`src/rtl/sync_fifo_flex.sv`:
```
// Single-clock FIFO with a full-depth occupancy count, programmable almost-full
// and almost-empty flags, a registered or first-word-fall-through read port,
// and sticky overflow/underflow flags.
module sync_fifo_flex #(
    parameter int DATA_WIDTH    = 8,
    parameter int ADDR_WIDTH    = 4,
    parameter int FWFT          = 0,
    parameter int AFULL_THRESH  = (1 << ADDR_WIDTH) - 2,
    parameter int AEMPTY_THRESH = 2
) (
    input  logic                  clk,
    input  logic                  rst,
    input  logic                  wr_en,
    input  logic [DATA_WIDTH-1:0] wr_data,
    input  logic                  rd_en,
    output logic [DATA_WIDTH-1:0] rd_data,
    output logic                  rd_valid,
    output logic                  full,
    output logic                  empty,
    output logic                  almost_full,
    output logic                  almost_empty,
    output logic [ADDR_WIDTH:0]   level,
    output logic                  overflow,
    output logic                  underflow,
    input  logic                  clr_err
);
    localparam int                  DEPTH   = 1 << ADDR_WIDTH;
    localparam logic [ADDR_WIDTH:0] DEPTH_L = DEPTH[ADDR_WIDTH:0];
    localparam logic [ADDR_WIDTH:0] AF_L    = AFULL_THRESH[ADDR_WIDTH:0];
    localparam logic [ADDR_WIDTH:0] AE_L    = AEMPTY_THRESH[ADDR_WIDTH:0];

    logic [DATA_WIDTH-1:0] mem_q [DEPTH];
    logic [ADDR_WIDTH:0]   wr_ptr_q, wr_ptr_d, rd_ptr_q, rd_ptr_d, level_w;
    logic                  ovf_q, ovf_d, unf_q, unf_d;
    logic                  empty_w, full_w, rd_acc, wr_acc;

    // The extra pointer bit lets the difference reach DEPTH, so every slot is usable.
    assign level_w = wr_ptr_q - rd_ptr_q;
    assign empty_w = (level_w == '0);
    assign full_w  = (level_w == DEPTH_L);

    always_comb begin
        rd_acc   = rd_en && !empty_w;
        wr_acc   = wr_en && (!full_w || rd_acc);
        wr_ptr_d = wr_ptr_q;
        rd_ptr_d = rd_ptr_q;
        if (wr_acc) wr_ptr_d = wr_ptr_q + 1'b1;
        if (rd_acc) rd_ptr_d = rd_ptr_q + 1'b1;
        // A fresh error in the same cycle as clr_err wins.
        ovf_d = (ovf_q && !clr_err) || (wr_en && !wr_acc);
        unf_d = (unf_q && !clr_err) || (rd_en && !rd_acc);
    end

    always_ff @(posedge clk or posedge rst) begin
        if (rst) begin
            wr_ptr_q <= '0;
            rd_ptr_q <= '0;
            ovf_q    <= 1'b0;
            unf_q    <= 1'b0;
        end else begin
            wr_ptr_q <= wr_ptr_d;
            rd_ptr_q <= rd_ptr_d;
            ovf_q    <= ovf_d;
            unf_q    <= unf_d;
        end
    end

    always_ff @(posedge clk) begin
        if (wr_acc) mem_q[wr_ptr_q[ADDR_WIDTH-1:0]] <= wr_data;
    end

    generate
        if (FWFT != 0) begin : g_fwft
            assign rd_data  = rst ? '0 : mem_q[rd_ptr_q[ADDR_WIDTH-1:0]];
            assign rd_valid = !empty_w;
        end else begin : g_reg
            logic [DATA_WIDTH-1:0] rd_data_q;
            logic                  rd_valid_q;

            always_ff @(posedge clk or posedge rst) begin
                if (rst) begin
                    rd_data_q  <= '0;
                    rd_valid_q <= 1'b0;
                end else begin
                    rd_valid_q <= rd_acc;
                    if (rd_acc) rd_data_q <= mem_q[rd_ptr_q[ADDR_WIDTH-1:0]];
                end
            end

            assign rd_data  = rd_data_q;
            assign rd_valid = rd_valid_q;
        end
    endgenerate

    assign full         = full_w;
    assign empty        = empty_w;
    assign almost_full  = (level_w >= AF_L);
    assign almost_empty = (level_w <= AE_L);
    assign level        = level_w;
    assign overflow     = ovf_q;
    assign underflow    = unf_q;
endmodule

```
`config.mk`:
```
export PLATFORM = sky130hd
export DESIGN_NAME = sync_fifo_flex
export DESIGN_NICKNAME = d
export VERILOG_FILES = /design/src/rtl/sync_fifo_flex.sv
export SDC_FILE = /design/constraint.sdc
export NUM_CORES = 1
export LEC_CHECK = 0
export CAP_MARGIN = 20
export CORE_MARGIN = 1
export CORE_UTILIZATION = 55
export CTS_BUF_LIST = sky130_fd_sc_hd__clkbuf_2
export DETAILED_ROUTE_END_ITERATION = 10
export GPL_ROUTABILITY_DRIVEN = 0
export PLACE_DENSITY = 0.77
export SETUP_SLACK_MARGIN = 0.5
export SYNTH_ARGS = -nofsm -noshare
export SYNTH_HDL_FRONTEND = slang
export SYNTH_SLANG_ARGS = --single-unit
```
`constraint.sdc`:
```
create_clock -name clk -period 5.35 [get_ports clk]
set_input_delay 1.605 -clock clk [delete_from_list [all_inputs] [get_ports clk]]
set_output_delay 1.605 -clock clk [all_outputs]
set_load 0.02 [all_outputs]
```
* Yosys cells after proc, flatten, opt, wreduce, memory -nomap -nowiden
Memories as Yosys holds them, arrays and structs flattened. A register that Yosys moved wholly into a read port is not among the register bits.
Cells that the tools add are included.
** Storage, ports and cells
- Register bits after elaboration :: 13
- Bits in latches :: 0
- RAM bits :: 128
- ROM bits :: 0
- Bits of input ports :: 13
- Output and inout port bits :: 20
- Logic and storage cells :: 29
- Memories :: 1
** Cells by class
- Add/subtract/negate cells :: 3
- Multiply operators :: 0
- Div/mod/pow operators :: 0
- $lt $le $gt $ge :: 2
- Eq/ne operators :: 1
- Shifts and indexed selects :: 0
- Muxes and demuxes :: 2
- Bitwise logic cells :: 0
- Reduce and logical (&&, ||, !) cells :: 15
** Memories
- mem_q :: words 16, width 8, rd ports 1, clocked after memory_dff 1, wr ports 1, line 32 : logic [DATA_WIDTH-1:0] mem_q [DEPTH];
** Operator list (number)
- adder 5 x 1 -> 5 bit (second input constant) :: 2
- logical AND 1 bit :: 6
- == test 5 bit (second input constant) :: 1
- >= comparator 5 x 4 -> 1 bit (second input constant) :: 1
- less-or-equal comparator 5 x 2 -> 1 bit (second input constant) :: 1
- zero test 1 bit :: 5
- zero test 5 bit :: 1
- subtractor 5 bit :: 1
- logical OR 1 bit :: 3
- two-way mux 1 bit :: 2

* Longest topological paths before layout
Gate-level depths: netlist (run 1).
- Depth after elaboration :: 9
- Depth in mapped cells :: 10
- Mapped depth without buffers :: 9

* Least setup slack after synthesis (run 1)
OpenSTA, ideal clock, no wires.
- Path type :: reg2out
- Start :: register wr_ptr_q[0]
- End :: output port almost_empty
- Arrival :: 3.000 ns
- Data required time :: 3.745 ns
- Slack :: 0.745 ns
- Cell stages (with the launch flop) :: 9
- Path buffers :: 0
- Cell sequence :: dfrtp_1 > inv_1 > ha_1 > fa_1 > nand2b_1 > a21oi_1 > xor2_2 > inv_2 > a2111oi_0
** On the way
- Longest elaborated chain between the ends :: 2
** RTL lines
- from (decl) :: line 33 : logic [ADDR_WIDTH:0] wr_ptr_q, wr_ptr_d, rd_ptr_q, rd_ptr_d, level_w;
- from (signal assigned) :: line 61 : wr_ptr_q <= wr_ptr_d;
- subtractor 5 bit :: line 38 : assign level_w = wr_ptr_q - rd_ptr_q;
- net level[4] :: line 22 : output logic [ADDR_WIDTH:0] level,
- less-or-equal comparator 5 x 2 -> 1 bit :: line 98 : assign almost_empty = (level_w <= AE_L);
- to (decl) :: line 21 : output logic almost_empty,
The timed path passes the listed nets, and every way through them passes these cells.

* Worst setup path in the final report (run 1)
- Start :: register wr_ptr_q[0]
- End :: output port empty
** On the way
- Longest elaborated chain between the ends :: 2
** RTL lines
- subtractor 5 bit :: line 38
- zero test 5 bit :: line 39 : assign empty_w = (level_w == '0);
- to (decl) :: line 19 : output logic empty,
Every way passes these cells.

==> results of run 1 <==
==> worst register-to-register path, cell delays in order (launching register included) <==
cell     delay, ns
dfrtp_1       0.40
inv_1         0.08
ha_1          0.23
fa_1          0.40
xnor2_1       0.38
nor2_1        0.15
mux2i_4       0.30
o31ai_1       0.22
nor2_1        0.72
==> through the flow <==
stage	hold slack, ns	std cells	worst slack, ns	total power [W]
floorplan	0.465	321	0.745	0.00271
global placement	0.480	491	0.823	0.00324
detailed placement	0.481	493	0.704	0.00330
CTS	0.510	527	0.533	0.00397
global route	0.523	527	0.504	0.00416
finish	0.507	527	0.708	0.00394
==> state kept, by name (all words and copies together) (netlist names) <==
| signal | cells |
|---|---|
| mem_q | 128 |
| overflow | 1 |
| rd_data | 8 |
| rd_ptr_q | 5 |
| rd_valid | 1 |
| underflow | 1 |
| wr_ptr_q | 5 |
==> power groups by stage <==
| stage | registers (W) | logic (W) | clock network [W] |
|---|---|---|---|
| 6_report | 0.00153 | 0.00179 | 0.000622 |
| 5_1_grt | 0.00155 | 0.00192 | 0.000686 |
| 4_1_cts | 0.00153 | 0.00179 | 0.000642 |
| 3_5_place_dp | 0.00156 | 0.00174 | 0 |
| 3_3_place_gp | 0.00155 | 0.00169 | 0 |
| 2_1_floorplan | 0.00157 | 0.00114 | 0 |
==> placed cells by master (no fill, tap or decap), types with 2 or more instances in the layout <==
cell type / n
inv_1: 13
o31ai_1: 2
clkdlybuf4s50_1: 28
nor4_1: 3
clkbuf_2: 18
nand2b_1: 3
nor2_1: 16
o22ai_1: 16
a22o_1: 2
xnor2_1: 9
buf_4: 20
inv_6: 8
clkinv_4: 2
nand2_1: 11
mux4_2: 32
nor3_1: 11
dfrtp_1: 20
mux2_2: 10
edfxtp_1: 128
inv_8: 3
dlygate4sd2_1: 2
xor2_1: 2
ha_1: 9
o21ai_0: 2
==> cell families (layout without fill, tap and decap cells) <==
logic type | Yosys count | in the layout | synth area share
fa+ha+maj | 10 | 10 | 0.0221
compound gates | 30 | 30 | 0.0333
simple gates | 49 | 49 | 0.0379
flops | 149 | 149 | 0.728
xor+xnor | 12 | 12 | 0.0188
mux | 43 | 43 | 0.140
buf+inv | 28 | 98 | 0.0196
==> per-layer routing <==
layer / track usage / part of all wire
met1: 0.276 / 0.41
met5: 0 / 0
met2: 0.349 / 0.50
met4: 0.127 / 0.034
met3: 0.0417 / 0.052
==> final timing paths <==
path,to,from
worst min register to register,wr_ptr_q[4]$_DFFE_PP0P_,wr_ptr_q[4]$_DFFE_PP0P_
worst max-delay path,empty,wr_ptr_q[0]$_DFFE_PP0P_
worst max register to register,mem_q[7][6]$_DFFE_PP_,wr_ptr_q[0]$_DFFE_PP0P_
min in group asynchronous,rd_data[0]$_DFFE_PP0P_,rst
max in group asynchronous,rd_ptr_q[0]$_DFFE_PP0P_,rst
worst min-delay path,wr_ptr_q[4]$_DFFE_PP0P_,wr_ptr_q[4]$_DFFE_PP0P_
==> cell type report <==
type | instances | area share
Sequential cell | 149 | 0.639
Multi-Input combinational cell | 144 | 0.225
Timing Repair Buffer | 52 | 0.0681
Tap cell | 136 | 0.0249
Clock inverter | 15 | 0.0227
Clock buffer | 17 | 0.0124
Inverter | 14 | 0.00769
==> timing repair <==
| action | 4_1_cts | 5_1_grt |
|---|---|---|
| hold endpoints to repair | 0 | 0 |
| cloned | 0 | 0 |
| setup endpoints to repair | 5 | 2 |
| buffers inserted | 2 | 0 |
| gates resized for setup | 6 | 4 |
==> results.ini, run 1 <==
[outcome]
status=finished, final reports clean

[setup_path]
critical-path-top-delay-family=adder cells
cp_common_cell=inv_1
startpoint_type=flop
worstPathArrival_ns=3.04
worstPathCellList=inv_1 -> ha_1 -> fa_1 -> inv_1 -> nor4_2 -> mux2i_4 -> nor2_1 -> dlygate4sd2_1
critPathRequiredTime_ns=3.74
r2r_slack_ns=2.14
cpPeakStageDelay_ns=0.50
critPathKind=reg2out
crit_cells=8
worstPathMaxFanout=11
reg2reg_depth=8
path_buf_inv=3
cp_slowest_cell=fa_1
cp-end-kind=output pin

[clock_network]
cts.clk_slew.worst_paths_ns=0.21
cts_tree=done
cts_made_buffers=17
cts_sinks=149
clock_latency_ns=0.68
htreeDepth=4
cts_buffer_depth=2
cts_hold_buf=0
clockRootBuffer=clkbuf_2

[synth]
ys_async_sr_fraction=0.141
ys_types=35
synth.yosys.seq_area_share=0.728
synth_fp_nets=344
synth.most_common_cell=edfxtp_1
syn_area_sq_um=6000
synth_flop_cell=edfxtp_1
syn_inst=321
synth_edf_count=128
synth.top_cell.area_share=0.640
yosys-top-cells-count=128 x edfxtp_1, 32 x mux4_2, 21 x dfrtp_1, 16 x nor2_1, 16 x o22ai_1
synth_top_area_cell=edfxtp_1
yosys_warnings=0
yosys-top-cells-area=edfxtp_1 64%, mux4_2 12%, dfrtp_1 8.8%, ha_1 1.9%, mux2_2 1.9%
syn_avg_cell_area_sq_um=18.7
synth_seq_cells=149

[global_route]
grt_max_degree=36
grt_pass1_wl_um=17200
grt_pass1_vias=3216
grt_use_total=0.217
antenna_found_initial=0
grt_overflow=0

[route]
ant_nets=0
vias_per_cell=5.94
dr_total_vias=3132
drcViolationCount=0
dr.pass1.iters=5
post_drt_wl_per_cell_um=21.2
drt-total-wl_um=11200
first_iter_violations=228

[pwr]
p_int_w=0.00243
seqPwrFrac=0.388
comb_power_share=0.454
ir_worst_vdd_mv=0.674
p_clk_frac=0.158
powerDensity_nw_per_um2=576
swShare=0.382
p_switching_w=0.00151
p_leak_nw=2.36

[timing]
fin_setup_tns_ns=0
timing.final.crit_share=0.868
fin_crit_ns=4.64
setup_viol=0
worst_pin_slew_ns=0.873
clock_skew_ns=0.0320
rsz0062_at_grt=false
clock.fmax_mhz=215
drv_slew=0
relSlewSlack=0.416
final_hold_viol_count=0

[finish]
postLayoutCellArea_sq_um=6840
finish.utilization=0.654
final_layout_size_suffix_gt1_frac=0.258
fillers=741
multiInputGateArea_sq_um=1540
diodes=0
num-nets-final=401
area_delta_synth_final_pct=13.9
seqCellArea_sq_um=4370

[die]
dieArea_sq_um=11300
die_height_um=106
core_sq_um=10500
initial_core_util=0.574
die_w_um=106
rows=37
io_pins=33

[place]
placedInstanceArea_sq_um=6570
hpwl_um=7140
numPortBuffers=32

[worst_hold_path]
holdPathStages=1
min_path_type=reg2reg

[run]
cap_violations=0

(Power assumes the default switching activity.)
==> run 2, diff against run 1 <==
--- a/config.mk
+++ b/config.mk
@@ -10,7 +10,7 @@
 export CORE_UTILIZATION = 55
 export CTS_BUF_LIST = sky130_fd_sc_hd__clkbuf_2
 export DETAILED_ROUTE_END_ITERATION = 10
-export GPL_ROUTABILITY_DRIVEN = 0
+export GPL_TIMING_DRIVEN = 0
 export PLACE_DENSITY = 0.77
 export SETUP_SLACK_MARGIN = 0.5
 export SYNTH_ARGS = -nofsm -noshare
==> run 2 against run 1 <==
  * Cell area is essentially flat
  * Sequential share of layout area is essentially flat
  * Total power is essentially flat
  * Critical path depth shrank 1
  * Die area is the same
  * Largest cell class unchanged
  * Largest power group unchanged
  * Clock skew is essentially flat
  * Clock power shrank 6.1%
  * Final cell count grew 1.5%
  * Critical endpoint is now level[3]
  * Sequential power is essentially flat
==> results.ini, run 2 (synthesis gave the netlist of run 1 again) <==
[outcome]
status=finished, final reports clean

[setup_path]
critical-path-top-delay-family=buffers and inverters
startpoint_type=flop
critPathKind=reg2out
worstPathCellList=clkbuf_2 -> inv_1 -> ha_1 -> nand3b_1 -> nand2_1 -> xor2_1 -> clkdlybuf4s50_1
worstPathMaxFanout=10  ; -1
worstPathArrival_ns=3.06  ; +0.02 ns
reg2reg_depth=11  ; +3
crit_cells=7  ; -1
critPathRequiredTime_ns=3.74  ; about the same
cp-end-kind=output pin
cpPeakStageDelay_ns=0.66  ; +0.16 ns
path_buf_inv=3  ; unchanged
cp_slowest_cell=clkdlybuf4s50_1

[pwr]
p_leak_nw=2.37  ; +0.51%
powerDensity_nw_per_um2=576  ; about the same
ir_worst_vdd_mv=0.606  ; -10%

[die]
io_pins=33  ; unchanged
die_height_um=106  ; unchanged
die_w_um=106  ; unchanged
dieArea_sq_um=11300  ; unchanged
initial_core_util=0.574  ; unchanged
core_sq_um=10500  ; unchanged
rows=37  ; unchanged

[place]
place_congestion=0.835
hpwl_um=8000  ; +12%
numPortBuffers=31  ; -3.1%

[route]
vias_per_cell=6.06  ; +2.0%
drt-total-wl_um=11900  ; +6.5%
dr_total_vias=3244  ; +3.6%
first_iter_violations=225  ; -1.3%
dr.pass1.iters=5  ; unchanged
ant_nets=0  ; unchanged
post_drt_wl_per_cell_um=22.2  ; +4.9%
drcViolationCount=0  ; unchanged

[timing]
fin_setup_tns_ns=0  ; unchanged
fin_crit_ns=4.67  ; +0.0233 ns
clock_skew_ns=0.0317  ; -0.000299 ns
rsz0062_at_grt=true
setup_viol=0  ; unchanged
timing.final.crit_share=0.872  ; +0.00435
final_hold_viol_count=0  ; unchanged
clock.fmax_mhz=214  ; -0.50%
relSlewSlack=0.376  ; -0.0395
worst_pin_slew_ns=0.932  ; +0.0591 ns
drv_slew=0  ; unchanged

[finish]
diodes=0  ; unchanged
area_delta_synth_final_pct=13.8  ; about the same
final_common_cell=edfxtp_1
final_layout_size_suffix_gt1_frac=0.278  ; +0.0199
num-nets-final=409  ; +2.0%
finish.utilization=0.653  ; about the same
largest_reg_flops=128  ; unchanged
final_cell_mix=128 x edfxtp_1, 32 x mux4_2, 26 x clkdlybuf4s50_1, 21 x clkbuf_2, 21 x dfrtp_1

[clock_network]
cts_made_buffers=17  ; unchanged
clock_latency_ns=0.71  ; +0.03 ns
clockRootBuffer=clkbuf_2
htreeDepth=4  ; unchanged
cts_tree=done
cts_buffer_depth=2  ; unchanged
cts.clk_slew.worst_paths_ns=0.24  ; +0.03 ns
cts_sinks=149  ; unchanged

[global_route]
grt_pass1_vias=3268  ; +1.6%
grt_overflow=0  ; unchanged
grt_max_degree=22  ; -39%
grt_pass1_wl_um=18000  ; +4.8%
antenna_found_initial=0  ; unchanged
grt_use_total=0.229  ; +0.0128

[worst_hold_path]
min_path_type=reg2reg
holdPathStages=1  ; unchanged

[run]
cap_violations=0  ; unchanged

[run 2: changes by cell type in the layout (fill, tap and decap cells not counted), moves of 2 or more]
cell,change
buf_2,+12
buf_4,-9
clkbuf_1,+4
clkbuf_2,+3
clkdlybuf4s50_1,-2
clkinv_2,+2
inv_6,-3
nor4_1,-2
nor4_2,+2
[run 2: power breakdown]
part | internal [W] | switching, W
sequential | 0.00144 | 0.0000754
clock | 0.000143 | 0.000441
combinational | 0.000798 | 0.00104
[run 2: worst paths after layout]
| path | startpoint | end | slack (ns) |
|---|---|---|---|
| max in group asynchronous | rst | wr_ptr_q[1]$_DFFE_PP0P_ | 3.49 |
| hold / removal | rd_ptr_q[4]$_DFFE_PP0P_ | rd_ptr_q[4]$_DFFE_PP0P_ | 0.52 |
| setup / recovery | rd_ptr_q[1]$_DFFE_PP0P_ | level[3] | 0.68 |
| min in group asynchronous | rst | rd_data[5]$_DFFE_PP0P_ | 1.31 |
| hold reg to reg | rd_ptr_q[4]$_DFFE_PP0P_ | rd_ptr_q[4]$_DFFE_PP0P_ | 0.52 |
| setup reg to reg | wr_ptr_q[0]$_DFFE_PP0P_ | mem_q[10][4]$_DFFE_PP_ | 1.71 |
[run 2: worst register-to-register path: cells and delay by family, from the launching register on]
| family | cells | cell delay, ns |
|---|---|---|
| and+or+nand+nor | 3 | 0.96 |
| buffers and inverters | 4 | 0.82 |
| adders and majority gates | 2 | 0.66 |
| DFF | 1 | 0.40 |
| xor gates and xnor gates | 1 | 0.30 |
| muxes | 1 | 0.23 |
[run 2: metrics by stage]
stage | instances | power (W) | hold slack, ns | instance area [sq um] | worst slack (ns)
after floorplan | 321 | 0.00271 | 0.465 | 6000 | 0.745
after global placement | 488 | 0.00326 | 0.479 | 6480 | 0.598
after detailed placement | 501 | 0.00333 | 0.489 | 6590 | 0.577
after CTS | 535 | 0.00392 | 0.520 | 6830 | 0.463
after global routing | 535 | 0.00415 | 0.533 | 6830 | 0.480
final | 535 | 0.00394 | 0.518 | 6830 | 0.684
[run 2: timing repair]
item                                    CTS  global route
pin swaps                                 0             1
gates resized for setup                   8            11
endpoints found under the setup margin    6             5
buffers inserted                          2             0
hold buffers                              0             0
[run 2: area by class of cell]
cell class                 instances  area, sq um
buffer                            14         70.1
clock buffer                      17         85.1
clock inverter                    15          138
fill                             719         3630
inverter                          14         52.6
multi-input combinational        144         1550
sequential                       149         4370
tap                              136          170
timing repair buffer              46          397
[run 2: layer usage]
layer	GRT usage	routed length (um)	part of all wire
met1	0.296	4790	0.40
met2	0.370	6000	0.50
met3	0.0595	811	0.068
met4	0.103	304	0.026
met5	0	0	0
==> run 3, diff against run 2 <==
--- a/config.mk
+++ b/config.mk
@@ -11,7 +11,7 @@
 export CTS_BUF_LIST = sky130_fd_sc_hd__clkbuf_2
 export DETAILED_ROUTE_END_ITERATION = 10
 export GPL_TIMING_DRIVEN = 0
-export PLACE_DENSITY = 0.77
+export PLACE_DENSITY_LB_ADDON = 0.25
 export SETUP_SLACK_MARGIN = 0.5
 export SYNTH_ARGS = -nofsm -noshare
 export SYNTH_HDL_FRONTEND = slang
==> run 3 against run 2 <==
  * Global-route usage about the same
  * Largest power group unchanged
  * Fmax up 0.60%
  * First-iteration DRC count shrank 4.4%
  * Cell area is 0.44% higher
  * Register-to-register slack better by 0.14 ns
  * Sequential share of layout area down 0.26 points
==> results.ini, run 3 (synthesis gave the netlist of run 1 again) <==
[place]
numPortBuffers=31  ; unchanged
dp_cells=499  ; -0.40%
place_congestion=0.836  ; about the same
hpwl_um=7930  ; -0.95%
post-place-ws_ns=0.539  ; -0.0379 ns
placedInstanceArea_sq_um=6590  ; about the same

[global_route]
grt_use_total=0.229  ; about the same
grt_max_degree=22  ; unchanged
antenna_found_initial=0  ; unchanged
grt_pass1_wl_um=18100  ; +0.34%
grt_overflow=0  ; unchanged
grt_pass1_vias=3247  ; -0.64%

[finish]
num-nets-final=407  ; -0.49%
postLayoutCellArea_sq_um=6860  ; +0.44%
final_common_cell=edfxtp_1
final_cell_mix=128 x edfxtp_1, 32 x mux4_2, 27 x clkdlybuf4s50_1, 21 x clkbuf_2, 20 x dfrtp_1
largest_reg_flops=128  ; unchanged
diodes=0  ; unchanged
area_delta_synth_final_pct=14.3
final_layout_size_suffix_gt1_frac=0.272  ; -0.00616
final_cells=533  ; -0.37%

[pwr]
ir_worst_vdd_mv=0.544  ; -10%
p_switching_w=0.00149  ; -3.9%
powerDensity_nw_per_um2=583  ; +1.2%
swShare=0.373  ; -0.0215
seqPwrFrac=0.379  ; -0.006
p_clk_frac=0.160  ; +0.012
comb_power_share=0.461  ; -0.005
p_leak_nw=2.37  ; -0.16%
p_int_w=0.00251  ; +5.2%

[setup_path]
worstPathMaxFanout=8  ; -2
worstPathArrival_ns=3.03  ; -0.03 ns
critPathKind=reg2out
critPathRequiredTime_ns=3.74  ; about the same
cp-end-kind=output pin
startpoint_type=flop

[clock_network]
cts_tree=done
cts.clk_slew.worst_paths_ns=0.20  ; -0.04 ns
cts_made_buffers=17  ; unchanged
cts_hold_buf=0  ; unchanged
clock_latency_ns=0.65  ; -0.06 ns
clockRootBuffer=clkbuf_2
cts_buffer_depth=2  ; unchanged
cts_sinks=149  ; unchanged
htreeDepth=4  ; unchanged

[route]
dr.pass1.iters=4  ; -1
post_drt_wl_per_cell_um=21.8  ; -1.9%
first_iter_violations=215  ; -4.4%
drt-total-wl_um=11600  ; -2.3%
vias_per_cell=5.88  ; -3.0%
drcViolationCount=0  ; unchanged
dr_total_vias=3135  ; -3.4%
ant_nets=0  ; unchanged

[die]
die_height_um=106  ; unchanged
dieArea_sq_um=11300  ; unchanged
initial_core_util=0.574  ; unchanged
core_sq_um=10500  ; unchanged
io_pins=33  ; unchanged
die_w_um=106  ; unchanged
rows=37  ; unchanged

[timing]
fin_setup_tns_ns=0  ; unchanged
timing.final.crit_share=0.867  ; -0.00519
setup_slack_ns=0.712  ; +0.0278 ns
final_hold_viol_count=0  ; unchanged
drv_slew=0  ; unchanged
fin_crit_ns=4.64  ; -0.0278 ns
clock.fmax_mhz=216  ; +0.60%
worst_pin_slew_ns=0.860  ; -0.0718 ns
clock_skew_ns=0.0264  ; -0.00529 ns
relSlewSlack=0.424  ; +0.0481
timing.hold.ws_ns=0.515  ; -0.00342 ns
rsz0062_at_grt=true
setup_viol=0  ; unchanged

[outcome]
status=finished, final reports clean

[run]
cap_violations=0  ; unchanged

[worst_hold_path]
min_path_type=reg2reg

## run 3: path summary, 6_finish.rpt
kind / from / end / slack [ns] / depth (start not counted)
max reg2reg: rd_ptr_q[2]$_DFFE_PP0P_ / mem_q[14][3]$_DFFE_PP_ / 1.85 / 11
min in group asynchronous: rst / rd_data[0]$_DFFE_PP0P_ / 1.37 / 2
min: rd_ptr_q[4]$_DFFE_PP0P_ / rd_ptr_q[4]$_DFFE_PP0P_ / 0.51 / 1
max in group asynchronous: rst / wr_ptr_q[1]$_DFFE_PP0P_ / 3.43 / 2
max: wr_ptr_q[0]$_DFFE_PP0P_ / almost_empty / 0.71 / 9
min reg2reg: rd_ptr_q[4]$_DFFE_PP0P_ / rd_ptr_q[4]$_DFFE_PP0P_ / 0.51 / 1
## run 3: power groups by stage
stage               clock network (W)  logic (W)  registers [W]
finish                       0.000640    0.00184        0.00152
detailed placement                  0    0.00180        0.00155
CTS                          0.000659    0.00185        0.00152
global route                 0.000703    0.00199        0.00153
global placement                    0    0.00175        0.00154
floorplan                           0    0.00114        0.00157
## run 3: through the flow
stage	utilization	total power, W
final	0.656	0.00400
after detailed placement	0.630	0.00335
after floorplan	-	0.00271
after global placement	0.620	0.00329
after CTS	0.656	0.00403
after global routing	0.656	0.00422
## run 3: timing repair
action                                  CTS  global route
endpoints found under the setup margin    6             4
pin swaps                                 1             0
gates resized for setup                   7             9
buffers inserted                          2             0
## run 3: area by class of cell
type | count | area, sq um
flip-flops and latches | 149 | 4370
fillers | 752 | 3600
multi-input cells | 144 | 1560
repair buffers | 44 | 394
well taps | 136 | 170
clock inverters | 14 | 161
clock buffers | 18 | 90.1
plain buffers | 14 | 67.6
inverters | 14 | 52.6
## run 3: routing by layer
layer / wire [um] / track usage
met1: 4640 / 0.298
met2: 5900 / 0.376
met3: 839 / 0.0558
met4: 249 / 0.0900
met5: 0 / 0
## run 3: critical path, stage by stage (launching register included)
cell	delay (ns)
dfrtp_1	0.40
inv_1	0.08
ha_1	0.22
fa_1	0.42
nand2b_1	0.18
a21oi_2	0.18
xor2_2	0.19
inv_2	0.10
a2111oi_1	0.37
clkbuf_2	0.23
